`src/rtl/vector_operand_fetch_if.sv`:
```
// Issue, register-file, writeback and execute bundle for vector_operand_fetch.
// The slave side is the fetch stage; the master side is its environment.
interface vector_operand_fetch_if #(
  parameter int VLEN     = 256,
  parameter int NUM_REGS = 32,
  parameter int OPW      = 8
);
  logic                issue_valid_i;
  logic                issue_ready_o;
  logic [OPW-1:0]      issue_op_i;
  logic [4:0]          issue_vs1_i;
  logic [4:0]          issue_vs2_i;
  logic [4:0]          issue_vd_i;
  logic                issue_wen_i;
  logic [4:0]          rf_raddr1_o;
  logic [4:0]          rf_raddr2_o;
  logic [VLEN-1:0]     rf_rdata1_i;
  logic [VLEN-1:0]     rf_rdata2_i;
  logic                wb_we_i;
  logic [4:0]          wb_waddr_i;
  logic [VLEN-1:0]     wb_wdata_i;
  logic                ex_valid_o;
  logic                ex_ready_i;
  logic [OPW-1:0]      ex_op_o;
  logic [4:0]          ex_vd_o;
  logic                ex_wen_o;
  logic [VLEN-1:0]     ex_opa_o;
  logic [VLEN-1:0]     ex_opb_o;
  logic [NUM_REGS-1:0] sb_pending_o;

  modport slave (
    input  issue_valid_i, issue_op_i, issue_vs1_i, issue_vs2_i,
    input  issue_vd_i, issue_wen_i,
    input  rf_rdata1_i, rf_rdata2_i,
    input  wb_we_i, wb_waddr_i, wb_wdata_i,
    input  ex_ready_i,
    output issue_ready_o, rf_raddr1_o, rf_raddr2_o,
    output ex_valid_o, ex_op_o, ex_vd_o, ex_wen_o,
    output ex_opa_o, ex_opb_o, sb_pending_o
  );

  modport master (
    output issue_valid_i, issue_op_i, issue_vs1_i, issue_vs2_i,
    output issue_vd_i, issue_wen_i,
    output rf_rdata1_i, rf_rdata2_i,
    output wb_we_i, wb_waddr_i, wb_wdata_i,
    output ex_ready_i,
    input  issue_ready_o, rf_raddr1_o, rf_raddr2_o,
    input  ex_valid_o, ex_op_o, ex_vd_o, ex_wen_o,
    input  ex_opa_o, ex_opb_o, sb_pending_o
  );
endinterface

```
`src/rtl/vector_operand_fetch.sv`:
```
// Vector operand fetch: scoreboarded issue, RF read, one-entry output reg.
// Define VOF_BYPASS_EN to forward same-cycle writeback into hazards/operands.
module vector_operand_fetch #(
  parameter int VLEN     = 256,
  parameter int NUM_REGS = 32,
  parameter int OPW      = 8
) (
  input  logic                  clk_i,
  input  logic                  rst_i,
  vector_operand_fetch_if.slave bus
);

  logic [NUM_REGS-1:0] pend;
  logic [NUM_REGS-1:0] pend_eff;
  logic [NUM_REGS-1:0] clr;
  logic [NUM_REGS-1:0] set;
  logic [VLEN-1:0]     opa_d;
  logic [VLEN-1:0]     opb_d;
  logic                wb_hit;
  logic                hazard;
  logic                slot_free;
  logic                accept;

  logic                ex_valid;
  logic [OPW-1:0]      ex_op;
  logic [4:0]          ex_vd;
  logic                ex_wen;
  logic [VLEN-1:0]     ex_opa;
  logic [VLEN-1:0]     ex_opb;

  assign bus.rf_raddr1_o = bus.issue_vs1_i;
  assign bus.rf_raddr2_o = bus.issue_vs2_i;

  assign wb_hit    = bus.wb_we_i && (bus.wb_waddr_i != 5'd0);
  assign slot_free = !ex_valid || bus.ex_ready_i;

  // Effective pending set and operand selection (forwarding when enabled)
  always_comb begin
    pend_eff = pend;
    opa_d    = bus.rf_rdata1_i;
    opb_d    = bus.rf_rdata2_i;
`ifdef VOF_BYPASS_EN
    if (wb_hit) begin
      pend_eff[bus.wb_waddr_i] = 1'b0;
      if (bus.wb_waddr_i == bus.issue_vs1_i) opa_d = bus.wb_wdata_i;
      if (bus.wb_waddr_i == bus.issue_vs2_i) opb_d = bus.wb_wdata_i;
    end
`endif
  end

  assign hazard = pend_eff[bus.issue_vs1_i]
                | pend_eff[bus.issue_vs2_i]
                | (bus.issue_wen_i & pend_eff[bus.issue_vd_i]);

  assign bus.issue_ready_o = slot_free && !hazard && !rst_i;
  assign accept = bus.issue_valid_i && bus.issue_ready_o;

  // Scoreboard clear/set masks; index 0 never participates
  always_comb begin
    clr = '0;
    set = '0;
    if (wb_hit) clr[bus.wb_waddr_i] = 1'b1;
    if (accept && bus.issue_wen_i && (bus.issue_vd_i != 5'd0))
      set[bus.issue_vd_i] = 1'b1;
  end

  // Scoreboard register; a same-index set overrides the clear
  always_ff @(posedge clk_i) begin
    if (rst_i) pend <= '0;
    else       pend <= (pend & ~clr) | set;
  end

  // Output entry: load on accept, drain on consume, hold otherwise
  always_ff @(posedge clk_i) begin
    if (rst_i) begin
      ex_valid <= 1'b0;
      ex_op    <= '0;
      ex_vd    <= '0;
      ex_wen   <= 1'b0;
      ex_opa   <= '0;
      ex_opb   <= '0;
    end else if (accept) begin
      ex_valid <= 1'b1;
      ex_op    <= bus.issue_op_i;
      ex_vd    <= bus.issue_vd_i;
      ex_wen   <= bus.issue_wen_i;
      ex_opa   <= opa_d;
      ex_opb   <= opb_d;
    end else if (bus.ex_ready_i) begin
      ex_valid <= 1'b0;
    end
  end

  assign bus.ex_valid_o   = ex_valid;
  assign bus.ex_op_o      = ex_op;
  assign bus.ex_vd_o      = ex_vd;
  assign bus.ex_wen_o     = ex_wen;
  assign bus.ex_opa_o     = ex_opa;
  assign bus.ex_opb_o     = ex_opb;
  assign bus.sb_pending_o = pend;

endmodule

```
`src/flat_wrapper.sv`:
```
// flat-port wrapper written by rule: the top's interface ports become plain ports
module vector_operand_fetch_flat 
#(
  parameter int VLEN     = 256,
  parameter int NUM_REGS = 32,
  parameter int OPW      = 8
)
  (clk_i, rst_i, bus_issue_valid_i, bus_issue_op_i, bus_issue_vs1_i, bus_issue_vs2_i, bus_issue_vd_i, bus_issue_wen_i, bus_rf_rdata1_i, bus_rf_rdata2_i, bus_wb_we_i, bus_wb_waddr_i, bus_wb_wdata_i, bus_ex_ready_i, bus_issue_ready_o, bus_rf_raddr1_o, bus_rf_raddr2_o, bus_ex_valid_o, bus_ex_op_o, bus_ex_vd_o, bus_ex_wen_o, bus_ex_opa_o, bus_ex_opb_o, bus_sb_pending_o);
  vector_operand_fetch_if #(.VLEN(VLEN), .NUM_REGS(NUM_REGS), .OPW(OPW)) bus_i ();
  input  logic clk_i;
  input  logic rst_i;
  input wire logic [$bits(bus_i.issue_valid_i)-1:0] bus_issue_valid_i;
  input wire logic [$bits(bus_i.issue_op_i)-1:0] bus_issue_op_i;
  input wire logic [$bits(bus_i.issue_vs1_i)-1:0] bus_issue_vs1_i;
  input wire logic [$bits(bus_i.issue_vs2_i)-1:0] bus_issue_vs2_i;
  input wire logic [$bits(bus_i.issue_vd_i)-1:0] bus_issue_vd_i;
  input wire logic [$bits(bus_i.issue_wen_i)-1:0] bus_issue_wen_i;
  input wire logic [$bits(bus_i.rf_rdata1_i)-1:0] bus_rf_rdata1_i;
  input wire logic [$bits(bus_i.rf_rdata2_i)-1:0] bus_rf_rdata2_i;
  input wire logic [$bits(bus_i.wb_we_i)-1:0] bus_wb_we_i;
  input wire logic [$bits(bus_i.wb_waddr_i)-1:0] bus_wb_waddr_i;
  input wire logic [$bits(bus_i.wb_wdata_i)-1:0] bus_wb_wdata_i;
  input wire logic [$bits(bus_i.ex_ready_i)-1:0] bus_ex_ready_i;
  output wire logic [$bits(bus_i.issue_ready_o)-1:0] bus_issue_ready_o;
  output wire logic [$bits(bus_i.rf_raddr1_o)-1:0] bus_rf_raddr1_o;
  output wire logic [$bits(bus_i.rf_raddr2_o)-1:0] bus_rf_raddr2_o;
  output wire logic [$bits(bus_i.ex_valid_o)-1:0] bus_ex_valid_o;
  output wire logic [$bits(bus_i.ex_op_o)-1:0] bus_ex_op_o;
  output wire logic [$bits(bus_i.ex_vd_o)-1:0] bus_ex_vd_o;
  output wire logic [$bits(bus_i.ex_wen_o)-1:0] bus_ex_wen_o;
  output wire logic [$bits(bus_i.ex_opa_o)-1:0] bus_ex_opa_o;
  output wire logic [$bits(bus_i.ex_opb_o)-1:0] bus_ex_opb_o;
  output wire logic [$bits(bus_i.sb_pending_o)-1:0] bus_sb_pending_o;
  assign bus_i.issue_valid_i = bus_issue_valid_i;
  assign bus_i.issue_op_i = bus_issue_op_i;
  assign bus_i.issue_vs1_i = bus_issue_vs1_i;
  assign bus_i.issue_vs2_i = bus_issue_vs2_i;
  assign bus_i.issue_vd_i = bus_issue_vd_i;
  assign bus_i.issue_wen_i = bus_issue_wen_i;
  assign bus_i.rf_rdata1_i = bus_rf_rdata1_i;
  assign bus_i.rf_rdata2_i = bus_rf_rdata2_i;
  assign bus_i.wb_we_i = bus_wb_we_i;
  assign bus_i.wb_waddr_i = bus_wb_waddr_i;
  assign bus_i.wb_wdata_i = bus_wb_wdata_i;
  assign bus_i.ex_ready_i = bus_ex_ready_i;
  assign bus_issue_ready_o = bus_i.issue_ready_o;
  assign bus_rf_raddr1_o = bus_i.rf_raddr1_o;
  assign bus_rf_raddr2_o = bus_i.rf_raddr2_o;
  assign bus_ex_valid_o = bus_i.ex_valid_o;
  assign bus_ex_op_o = bus_i.ex_op_o;
  assign bus_ex_vd_o = bus_i.ex_vd_o;
  assign bus_ex_wen_o = bus_i.ex_wen_o;
  assign bus_ex_opa_o = bus_i.ex_opa_o;
  assign bus_ex_opb_o = bus_i.ex_opb_o;
  assign bus_sb_pending_o = bus_i.sb_pending_o;
  vector_operand_fetch #(.VLEN(VLEN), .NUM_REGS(NUM_REGS), .OPW(OPW)) u_core (.clk_i(clk_i), .rst_i(rst_i), .bus(bus_i));
endmodule
```
`config.mk`:
```
export PLATFORM = sky130hd
export DESIGN_NAME = vector_operand_fetch_flat
export DESIGN_NICKNAME = d
export VERILOG_FILES = /design/src/rtl/vector_operand_fetch_if.sv /design/src/rtl/vector_operand_fetch.sv /design/src/flat_wrapper.sv
export SDC_FILE = /design/constraint.sdc
export NUM_CORES = 1
export LEC_CHECK = 0
export BUFFER_PORTS_ARGS = -buffer_cell sky130_fd_sc_hd__buf_4
export CAP_MARGIN = 10
export CORE_AREA = 2 2 532 534
export DETAILED_ROUTE_END_ITERATION = 16
export DIE_AREA = 0 0 534 536
export SYNTH_ARGS = -nofsm -noshare
export SYNTH_HDL_FRONTEND = slang
export SYNTH_SLANG_ARGS = --single-unit
```
`constraint.sdc`:
```
create_clock -name clk_i -period 2.6 [get_ports clk_i]
set_input_delay 0.13 -clock clk_i [delete_from_list [all_inputs] [get_ports clk_i]]
set_output_delay 0.13 -clock clk_i [all_outputs]
set_load 0.01 [all_outputs]
```
## After elaboration in Yosys (flattened, before gate mapping)

Cells that the tools add are included.

| word-level totals | value |
|---|---|
| bits in registers | 559 |
| bits of input ports | 802 |
| output and inout bits | 570 |
| word-level logic and storage cells | 48 |

| operators by class | value |
|---|---|
| order comparisons | 6 |
| multiplexer cells | 14 |
| bitwise logic cells | 6 |
| reductions and logical operators | 15 |

Operator list:

| operator | number |
|---|---|
| 2-to-1 mux 32 bit | 2 |
| AND 32 bit | 1 |
| inverter 32 bit | 1 |
| bitwise OR 32 bit | 1 |
| less-than comparator 5 x 6 -> 1 bit (second input constant) | 4 |
| binary-select mux 1 bit (select 5 bit) | 3 |
| demux 1 bit (select 5 bit) | 2 |
| greater-or-equal comparator 5 x 1 -> 1 bit (second input constant) | 2 |
| nonzero test 5 bit | 2 |
| logical AND 1 bit | 8 |
| 2-to-1 mux 1 bit | 7 |
| logical NOT 1 bit | 3 |
| bitwise OR 1 bit | 2 |
| nonzero test 2 bit | 1 |
| AND 1 bit | 1 |
| logical OR 1 bit | 1 |

## Logic depth before layout (Yosys ltp)

Gate-level depths: netlist of the first run.

| logic depth | value |
|---|---|
| depth after elaboration | 12 |
| depth in mapped cells | 12 |
| mapped depth without buffers | 7 |

## Worst setup path before layout of the first run

OpenSTA, ideal clock, no wires.

| timing path | value |
|---|---|
| kind | reg2reg |
| from | register u_core.pend[21] (netlist: u_core.bus.sb_pending_o[21]) |
| to | register u_core.ex_op[0] (netlist: u_core.bus.ex_op_o[0]) |
| library setup time | 121 ps |
| data arrival time | 2,208 ps |
| required time | 2,479 ps |
| setup slack | 271 ps |
| cell stages (with the launch flop) | 11 |
| buffers on the path | 3 |
| clock period less this slack | 2,329 ps |
| cell sequence | dfxtp_1 > mux4_2 > nor2b_1 > a211oi_1 > a21oi_1 > a21oi_1 > nand4_1 > buf_2 > buf_6 > buf_6 > mux2_4 |

| on the way | value |
|---|---|
| word-level cells in the longest chain between the ends | 8 |
| elaborated cells between the ends (all ways) | 13 |
| classes of those cells | mux: 6; bitwise: 3; reduce/logical: 4 |

Ends and longest elaborated chain:

| item | RTL line | RTL |
|---|---|---|
| from (decl) | vector_operand_fetch.sv:13 | `logic [NUM_REGS-1:0] pend;` |
| from (signal assigned) | vector_operand_fetch.sv:70 | `else pend <= (pend & ~clr) \| set;` |
| binary-select mux 1 bit (select 5 bit) (on tied branches) | vector_operand_fetch.sv:51, vector_operand_fetch.sv:52, vector_operand_fetch.sv:53 |  |
| 2-to-1 mux 1 bit (on tied branches) | vector_operand_fetch.sv:51, vector_operand_fetch.sv:52, vector_operand_fetch.sv:53 |  |
| bitwise OR 1 bit / AND 1 bit (equally long branches) | vector_operand_fetch.sv:52, vector_operand_fetch.sv:53 |  |
| bitwise OR 1 bit * | vector_operand_fetch.sv:53 | `\| (bus.issue_wen_i & pend_eff[bus.issue_vd_i]);` |
| logical NOT 1 bit * | vector_operand_fetch.sv:55 | `assign bus.issue_ready_o = slot_free && !hazard && !rst_i;` |
| logical AND 1 bit * (2 in series) | vector_operand_fetch.sv:55 |  |
| logical AND 1 bit * | vector_operand_fetch.sv:56 | `assign accept = bus.issue_valid_i && bus.issue_ready_o;` |
| to (signal assigned) | vector_operand_fetch.sv:84 | `ex_op <= bus.issue_op_i;` |
| to (decl) | vector_operand_fetch.sv:25 | `logic [OPW-1:0] ex_op;` |

Every way passes the cells marked *; elsewhere a longest branch is shown, timed or not. The select of a mux whose other input is x is not followed.
A chain may end at the register's enable or synchronous reset.

## Worst setup path in the final report of the first run

| timing path | value |
|---|---|
| from | register u_core.pend[30] (netlist: u_core.bus.sb_pending_o[30]) |
| to | register u_core.ex_opa[148] (netlist: u_core.bus.ex_opa_o[148]) |

| on the way | value |
|---|---|
| word-level cells in the longest chain between the ends | 8 |
| elaborated cells between the ends (all ways) | 13 |
| classes of those cells | mux: 6; bitwise: 3; reduce/logical: 4 |

Ends and longest elaborated chain:

| item | RTL line | RTL |
|---|---|---|
| binary-select mux 1 bit (select 5 bit) (on tied branches) | vector_operand_fetch.sv:51, vector_operand_fetch.sv:52, vector_operand_fetch.sv:53 |  |
| 2-to-1 mux 1 bit (on tied branches) | vector_operand_fetch.sv:51, vector_operand_fetch.sv:52, vector_operand_fetch.sv:53 |  |
| bitwise OR 1 bit / AND 1 bit (equally long branches) | vector_operand_fetch.sv:52, vector_operand_fetch.sv:53 |  |
| bitwise OR 1 bit * | vector_operand_fetch.sv:53 |  |
| logical NOT 1 bit * | vector_operand_fetch.sv:55 |  |
| logical AND 1 bit * (2 in series) | vector_operand_fetch.sv:55 |  |
| logical AND 1 bit * | vector_operand_fetch.sv:56 |  |
| to (signal assigned) | vector_operand_fetch.sv:87 | `ex_opa <= opa_d;` |
| to (decl) | vector_operand_fetch.sv:28 | `logic [VLEN-1:0] ex_opa;` |

Marked as above.

==> results of run 1 <==
==> metrics by stage <==
step,total power [mW],cells
detailed placement,13.8,6803
global route,26.7,7590
floorplan,11.4,1983
global placement,13.7,6803
finish,25.8,7635
CTS,26.1,7513
==> power breakdown <==
part           internal (mW)  switching (mW)
Combinational           3.05            2.26
Clock                   6.46            4.55
Sequential              9.13           0.336
==> registers in the layout, summed over array words and instances (netlist names) <==
name and flops:
u_core.bus.ex_opa_o 256, u_core.bus.ex_opb_o 256, u_core.bus.sb_pending_o 32, u_core.bus.ex_op_o 8, u_core.bus.ex_vd_o 5, u_core.bus.ex_valid_o 1, u_core.bus.ex_wen_o 1
==> cells in the final DEF, fill, tap and decap left out, types with 8 or more instances in the layout <==
master         instances
nand2b_1               9
nor2b_1              542
buf_4               1202
o31ai_1               30
buf_12                22
clkbuf_8              11
buf_6                  8
dfxtp_1              550
mux2_2                39
diode_2               91
o21ai_0               14
nand3_1               12
mux4_2                12
clkinv_2               9
clkbuf_16             98
mux2_4               486
clkbuf_1              14
buf_16                18
dlygate4sd3_1        555
buf_8                  9
nand3b_1              24
nand2_1               24
mux2i_1               23
==> routing by layer <==
layer,share of wire [%],up-vias
li1,-,10400
met1,40,10700
met2,44,1275
met3,11,345
met4,3.8,130
met5,0.48,-
==> final cells by class <==
| cell class | instances | share of cell area, % |
|---|---|---|
| Timing Repair Buffer | 1835 | 34.1 |
| Clock buffer | 103 | 4.52 |
| Inverter | 4 | 0.0315 |
| Tap cell | 3743 | 9.81 |
| Multi-Input combinational cell | 1270 | 26.8 |
| Antenna cell | 91 | 0.477 |
| Clock inverter | 30 | 0.821 |
| Sequential cell | 559 | 23.5 |
==> worst min-delay path, stage by stage <==
cell and delay [ps]:
dlygate4sd3_1 520, buf_4 90, mux2_4 120
==> cell families (layout without fill, tap and decap cells) <==
| group | count (synthesis) | count (layout) | share of synthesized area (%) |
|---|---|---|---|
| other | 0 | 91 | 0 |
| AO/OA/AOI/OAI | 69 | 69 | 1.97 |
| buffers and inverters | 154 | 1972 | 4.26 |
| flip-flops | 559 | 559 | 44.9 |
| AND/OR/NAND/NOR | 638 | 638 | 15.8 |
| multiplexers | 563 | 563 | 33.1 |
==> worst max path at each step <==
stage / endpoint / slack, ps / cells past startpoint
floorplan: u_core.bus.ex_op_o[0] / 270 / 10
global placement: u_core.bus.ex_opb_o[82] / -340 / 10
detailed placement: u_core.bus.ex_opb_o[85] / -360 / 11
CTS: bus_issue_ready_o / -360 / 8
global route: u_core.bus.ex_opa_o[148] / -350 / 11
finish: u_core.bus.ex_opa_o[148] / -300 / 10
==> repair_timing <==
item / in CTS / in global routing
hold endpoints to repair: 559 / 0
resized for setup: 37 / 65
hold buffers: 555 / 0
pin swaps: 5 / 9
buffers inserted: 10 / 4
endpoints found under the setup margin: 552 / 559
gates cloned: 13 / 29
==> results.py, run 1 <==
metrics = {
    "status": {
        "status": "finished, violations left",
        "violations": "negative setup slack",
    },
    "layout": {
        "seq_area_um2": 11200,
        "fin_area_um2": 47700,
        "drive_gt1_share_pct": 51.5,
        "fill_cells": 30800,
        "final_nets": 4550,
        "multi_input_area_um2": 12800,
        "post-route-util_pct": 17.0,
        "area_growth_pct": 91.3,
    },
    "global_route": {
        "grt_pass1_wl_um": 218000,
        "gr-total-overflow": 0,
        "use_met2_pct": 18.1,
        "grt_pass1_vias": 23200,
        "grt_use_met1_pct": 13.1,
        "grt_max_degree": 124,
        "grt_use_total_pct": 11.4,
        "grt-busiest-layer": "met2",
        "met3_usage_pct": 6.10,
        "antenna_found_initial": 230,
    },
    "clock_network": {
        "ctsRootBufferMaster": "clkbuf_16",
        "cts_tree": "yes",
        "cts.htree.levels": 3,
        "clk_pin_slew_ps": 60,
        "clk_latency_ps": 800,
        "cts_sinks": 559,
        "cts_buffer_depth": 4,
        "cts_buffers": 78,
    },
    "placed_design": {
        "hpwl_um": 141000,
        "place.gp.congestion": 0.893,
        "dp_slack_ps": -363,
        "portBuffers": 1115,
        "placed_cell_area_um2": 37900,
    },
    "route": {
        "drc_errors": 0,
        "dr.pass1.iters": 5,
        "avgViaCountPerCell": 2.99,
        "drt-wirelength-per-cell_um": 22.9,
        "ant_nets": 0,
        "wirelength_um": 175000,
        "drtIter0Drc": 1170,
        "vias": 22800,
    },
    "synthesis": {
        "synth_edf_count": 0,
        "syn_inst": 1983,
        "syn_area_per_cell_um2": 12.6,
        "synthFlopType": "dfxtp_1",
        "ys_seq_area_share_pct": 44.9,
        "synth_cell_types": 44,
        "synth_area_leaders": "dfxtp_1 (45%), mux2_4 (29%), nor2b_1 (14%)",
        "ys.warnings.count": 0,
        "synth_top_cell_by_area": "dfxtp_1",
        "synth_top_area_share_pct": 44.9,
        "ys_ff_latch": 559,
        "synthTopCellsByCount": "dfxtp_1 (559), nor2b_1 (542), mux2_4 (485)",
        "synth_area_um2": 24900,
        "synthesis.nets": 2785,
        "async_reset_ff_share_pct": 0,
        "yosysMostFrequentCell": "dfxtp_1",
    },
    "sta": {
        "max_freq_mhz": 345,
        "period_share_pct": 112,
        "slew_headroom_pct": 21.7,
        "whs_ps": 88.0,
        "slew_viol_final": 0,
        "worst_pin_slew_ps": 1170,
        "rsz0062_at_grt": "yes",
        "final.setup_skew_ps": 75.2,
        "tns_ps": -89990,
        "finalSetupViolations": 548,
        "timing.final.crit_period_ps": 2900,
        "worst_slack_ps": -300,
        "hold_violations": 0,
    },
    "setup_path": {
        "cp.required_ps": 3230,
        "crit_start": "u_core.bus.sb_pending_o[30]",
        "cp_slowest_cell": "mux4_2",
        "max_stage_delay_ps": 480,
        "cp-end-kind": "flip-flop",
        "arrival_ps": 3530,
        "r2r_end": "u_core.bus.ex_opa_o[148]",
        "r2r-start": "u_core.bus.sb_pending_o[30]",
        "crit_chain": "mux4_2 > a311oi_1 > o21ai_0 > a21oi_2 > nand4_1 > buf_6 > buf_16 > buf_16 > clkbuf_16 > mux2_4",
        "crit_family": "multiplexers",
        "crit_path_start_kind": "flip-flop",
        "rrSetupSlack_ps": -300,
        "r2r_cells": 10,
        "path_class": "flip-flop to flip-flop",
        "critPathBufInv": 4,
        "cpMostUsedCell": "buf_16",
        "crit_fanout": 8,
    },
    "power": {
        "p_per_area_nw_per_um2": 540,
        "ir_worst_vdd_v": 0.000393,
        "leakage_nw": 21.6,
    },
    "min_path": {
        "hold_path_class": "input port to flip-flop",
        "whs_endpoint": "u_core.bus.ex_opb_o[167]",
        "hold_path.startpoint": "bus_rf_rdata2_i[167]",
        "min_path_cells": 3,
    },
    "floorplan": {
        "rows": 195,
        "dieArea_um2": 286000,
        "start_util_pct": 8.88,
        "core_um2": 281000,
        "pin_count": 1372,
        "chipHeight_um": 536,
        "chipWidth_um": 534,
    },
    "run": {
        "maxCapViolations": 0,
    },
}
Power figures use the tool's default switching activity.
==> inputs of run 2 (changes only) <==
--- a/config.mk
+++ b/config.mk
@@ -10,6 +10,7 @@
 export CORE_AREA = 2 2 532 534
 export DETAILED_ROUTE_END_ITERATION = 16
 export DIE_AREA = 0 0 534 536
+export SKIP_CTS_REPAIR_TIMING = 1
 export SYNTH_ARGS = -nofsm -noshare
 export SYNTH_HDL_FRONTEND = slang
 export SYNTH_SLANG_ARGS = --single-unit
==> constraint.sdc (replaced) <==
create_clock -name clk_i -period 2.5 [get_ports clk_i]
set_input_delay 0.125 -clock clk_i [delete_from_list [all_inputs] [get_ports clk_i]]
set_output_delay 0.125 -clock clk_i [all_outputs]
set_load 0.01 [all_outputs]
==> results.py, run 2 (synthesis results as in run 1) <==
metrics = {
    "clock_network": {
        "clk_latency_ps": 780,
        "cts.htree.levels": 3,
        "cts_buffer_depth": 4,
        "clk_pin_slew_ps": 60,
        "cts_sinks": 559,
        "cts_buffers": 78,
        "cts_tree": "yes",
        "ctsRootBufferMaster": "clkbuf_16",
    },
    "power": {
        "combPwrFrac_pct": 19.9,
        "switching_share_pct": 27.8,
        "p_per_area_nw_per_um2": 567,
        "finalPower_mw": 26.4,
        "p_switching_mw": 7.34,
        "ir_worst_vdd_v": 0.000417,
        "clock_power_share_pct": 42.8,
        "p_int_mw": 19.0,
        "seq_power_share_pct": 37.3,
        "leakage_nw": 21.0,
    },
    "setup_path": {
        "crit_chain": "mux2i_2 > o32ai_2 > a211oi_2 > o311ai_1 > o41ai_2 > buf_4 > nand4_1 > buf_4 > buf_4 > buf_12 > clkbuf_16 > mux2_4",
        "cp-end-kind": "flip-flop",
        "cp.required_ps": 3140,
        "crit_fanout": 22,
        "rrSetupSlack_ps": -400,
        "crit_path_start_kind": "flip-flop",
        "path_class": "flip-flop to flip-flop",
        "arrival_ps": 3540,
        "cp_slowest_cell": "dfxtp_2",
        "max_stage_delay_ps": 370,
        "cpMostUsedCell": "buf_4",
    },
    "sta": {
        "slew_viol_final": 0,
        "slew_headroom_pct": 41.4,
        "worst_slack_ps": -399,
        "timing.final.crit_period_ps": 2900,
        "worst_pin_slew_ps": 879,
        "period_share_pct": 116,
        "rsz0062_at_grt": "yes",
        "max_freq_mhz": 345,
        "hold_violations": 0,
        "finalSetupViolations": 559,
        "final.setup_skew_ps": 56.7,
    },
    "route": {
        "dr.pass1.iters": 7,
        "vias": 22400,
        "drt-wirelength-per-cell_um": 22.3,
        "wirelength_um": 170000,
        "avgViaCountPerCell": 2.95,
        "drtIter0Drc": 1090,
        "drc_errors": 0,
        "ant_nets": 0,
    },
    "global_route": {
        "grt_pass1_wl_um": 206000,
        "grt_pass1_vias": 20400,
        "antenna_found_initial": 230,
        "gr-total-overflow": 0,
        "grt_use_total_pct": 11.0,
        "grt_max_degree": 139,
    },
    "layout": {
        "drive_gt1_share_pct": 51.4,
        "final_nets": 4494,
        "fill_cells": 30900,
        "fin_area_um2": 46600,
        "area_growth_pct": 86.8,
        "layout_commonest_cell": "buf_4",
        "seq_area_um2": 11200,
        "multi_input_area_um2": 12800,
        "final_cell_mix": "buf_4 (1210), dfxtp_1 (549), nor2b_1 (542), dlygate4sd3_1 (540), mux2_4 (485)",
    },
    "floorplan": {
        "start_util_pct": 8.88,
        "chipWidth_um": 534,
        "chipHeight_um": 536,
        "dieArea_um2": 286000,
        "pin_count": 1372,
        "core_um2": 281000,
        "rows": 195,
    },
    "status": {
        "violations": "negative setup slack",
        "status": "finished, violations left",
    },
    "placed_design": {
        "place.gp.congestion": 0.893,
        "hpwl_um": 142000,
        "portBuffers": 1115,
        "placed_cell_area_um2": 38100,
    },
    "run": {
        "maxCapViolations": 0,
    },
    "min_path": {
        "hold_path_class": "input port to flip-flop",
    },
}
run 2: cell count changes in the layout (fill, tap and decap cells not counted), moves of 5 or more:
cell / before / now
buf_12: 22 / 16
buf_16: 18 / 3
buf_4: 1202 / 1210
buf_6: 8 / 2
buf_8: 9 / 4
clkbuf_16: 98 / 83
diode_2: 91 / 113
dlygate4sd3_1: 555 / 540
run 2: cell type report:
cell class / instances / share of cell area (%)
Sequential cell: 559 / 24.1
Inverter: 4 / 0.0322
Timing Repair Buffer: 1779 / 32.4
Tap cell: 3743 / 10.1
Clock buffer: 101 / 4.64
Multi-Input combinational cell: 1270 / 27.5
Antenna cell: 113 / 0.607
Clock inverter: 35 / 0.792
run 2: final timing paths:
check,startpoint,endpoint,cells past startpoint
max,u_core.bus.sb_pending_o[9],u_core.bus.ex_opa_o[244],12
min,bus_rf_rdata2_i[118],u_core.bus.ex_opb_o[118],3
max reg2reg,u_core.bus.sb_pending_o[9],u_core.bus.ex_opa_o[244],12
min reg2reg,u_core.bus.ex_vd_o[2],u_core.bus.ex_vd_o[2],2
run 2: power groups by stage:
stage / logic [mW] / registers, mW / clock network [mW]
2_1_floorplan: 1.70 / 10.2 / 0
3_3_place_gp: 4.28 / 10.0 / 0
3_5_place_dp: 4.33 / 10.0 / 0
4_1_cts: 4.34 / 9.83 / 11.8
5_1_grt: 5.51 / 9.90 / 12.0
6_report: 5.24 / 9.85 / 11.3
run 2: stage by stage:
| step | worst slack [ps] | hold WS (ps) | TNS (ps) | utilization, % | std cells |
|---|---|---|---|---|---|
| after floorplan | 171 | 268 | 0 | - | 1983 |
| after detailed placement | -695 | 354 | -302710 | 13.6 | 6808 |
| final | -399 | 75.2 | -151390 | 16.6 | 7604 |
| after CTS | -636 | -561 | -292750 | 14.5 | 6944 |
| after global routing | -490 | 20.9 | -211420 | 16.5 | 7553 |
| after global placement | -731 | 351 | -314440 | 13.6 | 6808 |
run 2: metal layers:
metal / GRT usage, % / vias to the layer above / share of wire [%]
met3: 8.97 / 374 / 12
met1: 10.9 / 10400 / 40
met5: 0 / - / 0.50
li1: - / 10300 / -
met2: 16.7 / 1189 / 43
met4: 4.64 / 134 / 4.4
run 2: critical path, delay by kind of cell (launching register included):
kind                   cells  cell delay (ps)
multiplexers               2              480
AO/OA/AOI/OAI              4              800
AND/OR/NAND/NOR            1               90
flip-flops                 1              370
buffers and inverters      5              930
==> inputs of run 3 (changes only) <==
--- a/config.mk
+++ b/config.mk
@@ -5,6 +5,7 @@
 export SDC_FILE = /design/constraint.sdc
 export NUM_CORES = 1
 export LEC_CHECK = 0
+export ABC_AREA = 1
 export BUFFER_PORTS_ARGS = -buffer_cell sky130_fd_sc_hd__buf_4
 export CAP_MARGIN = 10
 export CORE_AREA = 2 2 532 534
==> results.py, run 3 <==
metrics = {
    "status": {
        "status": "finished, violations left",
        "violations": "negative setup slack",
    },
    "sta": {
        "slew_headroom_pct": 35.3,
        "max_freq_mhz": 399,
        "whs_ps": 74.0,
        "final.setup_skew_ps": 39.0,
        "timing.final.crit_period_ps": 2510,
        "slew_viol_final": 0,
        "rsz0062_at_grt": "yes",
        "hold_violations": 0,
        "worst_pin_slew_ps": 970,
        "tns_ps": -5.66,
        "period_share_pct": 100,
        "finalSetupViolations": 1,
        "worst_slack_ps": -5.66,
    },
    "power": {
        "seq_power_share_pct": 36.9,
        "p_int_mw": 18.3,
        "p_switching_mw": 7.42,
        "ir_worst_vdd_v": 0.000439,
        "clock_power_share_pct": 44.5,
        "p_per_area_nw_per_um2": 590,
        "switching_share_pct": 28.8,
        "combPwrFrac_pct": 18.6,
        "leakage_nw": 17.3,
    },
    "synthesis": {
        "synth_edf_count": 0,
        "async_reset_ff_share_pct": 0,
        "ys.warnings.count": 0,
        "ys_seq_area_share_pct": 53.6,
        "synth_cell_types": 20,
        "syn_area_per_cell_um2": 7.47,
        "synth_area_um2": 20900,
        "synth_top_area_share_pct": 53.6,
        "synth_area_leaders": "dfxtp_1 (54%), nand2_1 (22%), a21oi_1 (13%)",
        "synthesis.nets": 3598,
        "yosysMostFrequentCell": "nand2_1",
        "synthFlopType": "dfxtp_1",
        "synth_top_cell_by_area": "dfxtp_1",
        "ys_ff_latch": 559,
        "syn_inst": 2796,
        "synthTopCellsByCount": "nand2_1 (1215), a21oi_1 (561), dfxtp_1 (559)",
    },
    "setup_path": {
        "critical_path_depth": 19,
        "r2r_cells": 19,
        "r2r_end": "u_core.bus.ex_opa_o[48]",
        "cp-end-kind": "flip-flop",
        "cp.required_ps": 3070,
        "arrival_ps": 3080,
        "cp_slowest_cell": "dfxtp_2",
        "crit_family": "simple AND/OR/NAND/NOR gates",
        "critPathBufInv": 7,
        "crit_path_start_kind": "flip-flop",
        "rrSetupSlack_ps": -6,
        "crit_chain": "buf_6 > inv_1 > nand2_1 > nand3_2 > nand3_2 > nand3_2 > nand2_2 > nand2_2 > nand2_2 > nor2_4 > nand2_4 > nor2_4 > buf_12 > buf_8 > inv_16 > buf_16 > clkbuf_16 > nand2_1 > a21oi_1",
        "r2r-start": "u_core.bus.sb_pending_o[26]",
        "path_class": "flip-flop to flip-flop",
        "crit_fanout": 9,
        "crit_path_end": "u_core.bus.ex_opa_o[48]",
        "crit_start": "u_core.bus.sb_pending_o[26]",
        "max_stage_delay_ps": 320,
    },
    "clock_network": {
        "ctsRootBufferMaster": "clkbuf_16",
        "cts_buffer_depth": 4,
        "cts_tree": "yes",
        "cts_sinks": 559,
        "clk_pin_slew_ps": 60,
        "clk_latency_ps": 770,
        "cts_buffers": 80,
        "cts.htree.levels": 3,
    },
    "floorplan": {
        "chipWidth_um": 534,
        "chipHeight_um": 536,
        "start_util_pct": 7.43,
        "rows": 195,
        "core_um2": 281000,
        "dieArea_um2": 286000,
        "pin_count": 1372,
    },
    "route": {
        "drc_errors": 0,
        "wirelength_um": 207000,
        "drt-wirelength-per-cell_um": 24.6,
        "ant_nets": 0,
        "drtIter0Drc": 1540,
        "dr.pass1.iters": 7,
        "vias": 26600,
        "avgViaCountPerCell": 3.18,
    },
    "global_route": {
        "grt_pass1_wl_um": 237000,
        "grt_max_degree": 188,
        "grt_use_total_pct": 13.0,
        "grt_pass1_vias": 22000,
        "gr-total-overflow": 0,
        "antenna_found_initial": 286,
    },
    "placed_design": {
        "placed_cell_area_um2": 33900,
        "place.gp.congestion": 0.868,
        "dp_slack_ps": -92.7,
        "portBuffers": 1115,
        "hpwl_um": 170000,
    },
    "min_path": {
        "hold_path_class": "input port to flip-flop",
        "min_path_cells": 5,
    },
    "layout": {
        "final_nets": 5271,
        "layout_commonest_cell": "nand2_1",
        "drive_gt1_share_pct": 32.5,
        "area_growth_pct": 109,
        "fin_area_um2": 43600,
        "final_cell_mix": "nand2_1 (1192), buf_4 (1172), a21oi_1 (539), dfxtp_1 (538), dlygate4sd3_1 (536)",
    },
    "run": {
        "maxCapViolations": 0,
    },
}
run 3: changes by cell type in the layout (fill, tap and decap cells not counted), sizes merged, moves of 25 or more:
cell / before / now
o31ai: 31 / 0
inv: 9 / 72
clkbuf: 105 / 145
a21oi: 4 / 561
nand4: 3 / 31
nor2: 6 / 40
mux2i: 25 / 0
nand2: 24 / 1215
mux2: 526 / 0
nor2b: 542 / 0
nand3: 12 / 49
run 3: power groups by stage:
stage / clock (mW) / combinational (mW) / sequential [mW]
6_report: 11.5 / 4.80 / 9.49
2_1_floorplan: 0 / 1.05 / 9.83
5_1_grt: 12.1 / 5.12 / 9.53
3_3_place_gp: 0 / 3.48 / 9.67
4_1_cts: 11.9 / 3.49 / 9.49
3_5_place_dp: 0 / 3.49 / 9.67
run 3: kinds of logic after synthesis:
logic type | synth area share, %
flops | 53.6
simple gates | 25.1
buf+inv | 6.76
compound gates | 14.6
run 3: worst min path at each step:
stage / start / endpoint
floorplan: bus_rf_rdata1_i[100] / u_core.bus.ex_opa_o[100]
global placement: bus_rf_rdata1_i[128] / u_core.bus.ex_opa_o[128]
detailed placement: bus_rf_rdata2_i[90] / u_core.bus.ex_opb_o[90]
CTS: bus_rf_rdata2_i[213] / u_core.bus.ex_opb_o[213]
global route: bus_issue_wen_i / u_core.bus.ex_wen_o
finish: bus_wb_waddr_i[0] / u_core.bus.sb_pending_o[12]
run 3: worst min-delay path, stage by stage:
cell	delay, ps
buf_4	110
nor2_1	60
nand2_1	220
o21ai_0	130
a21oi_1	130
run 3: area by class of cell:
class / instances / area [µm²]
well taps: 3743 / 4680
inverters: 71 / 283
fillers: 31800 / 237000
diodes: 120 / 300
multi-input cells: 1954 / 8470
clock inverters: 20 / 218
flip-flops and latches: 559 / 11200
repair buffers: 1803 / 16100
clock buffers: 115 / 2340
run 3: layer usage:
| layer | wire, µm | vias to the layer above | global-route usage (%) | part of all wire, % |
|---|---|---|---|---|
| met2 | 94500 | 1342 | 21.0 | 46 |
| met4 | 7030 | 216 | 3.77 | 3.4 |
| met5 | 1380 | - | 0 | 0.67 |
| met1 | 79700 | 12100 | 11.9 | 39 |
| met3 | 24000 | 473 | 11.3 | 12 |
| li1 | - | 12500 | - | - |
run 3: stage by stage:
| step | std cells | utilization [%] | power, mW |
|---|---|---|---|
| after floorplan | 2796 | - | 10.9 |
| after global placement | 7538 | 12.1 | 13.1 |
| after detailed placement | 7538 | 12.1 | 13.2 |
| after CTS | 7673 | 13.0 | 24.8 |
| after global routing | 8334 | 15.5 | 26.8 |
| final | 8385 | 15.5 | 25.8 |
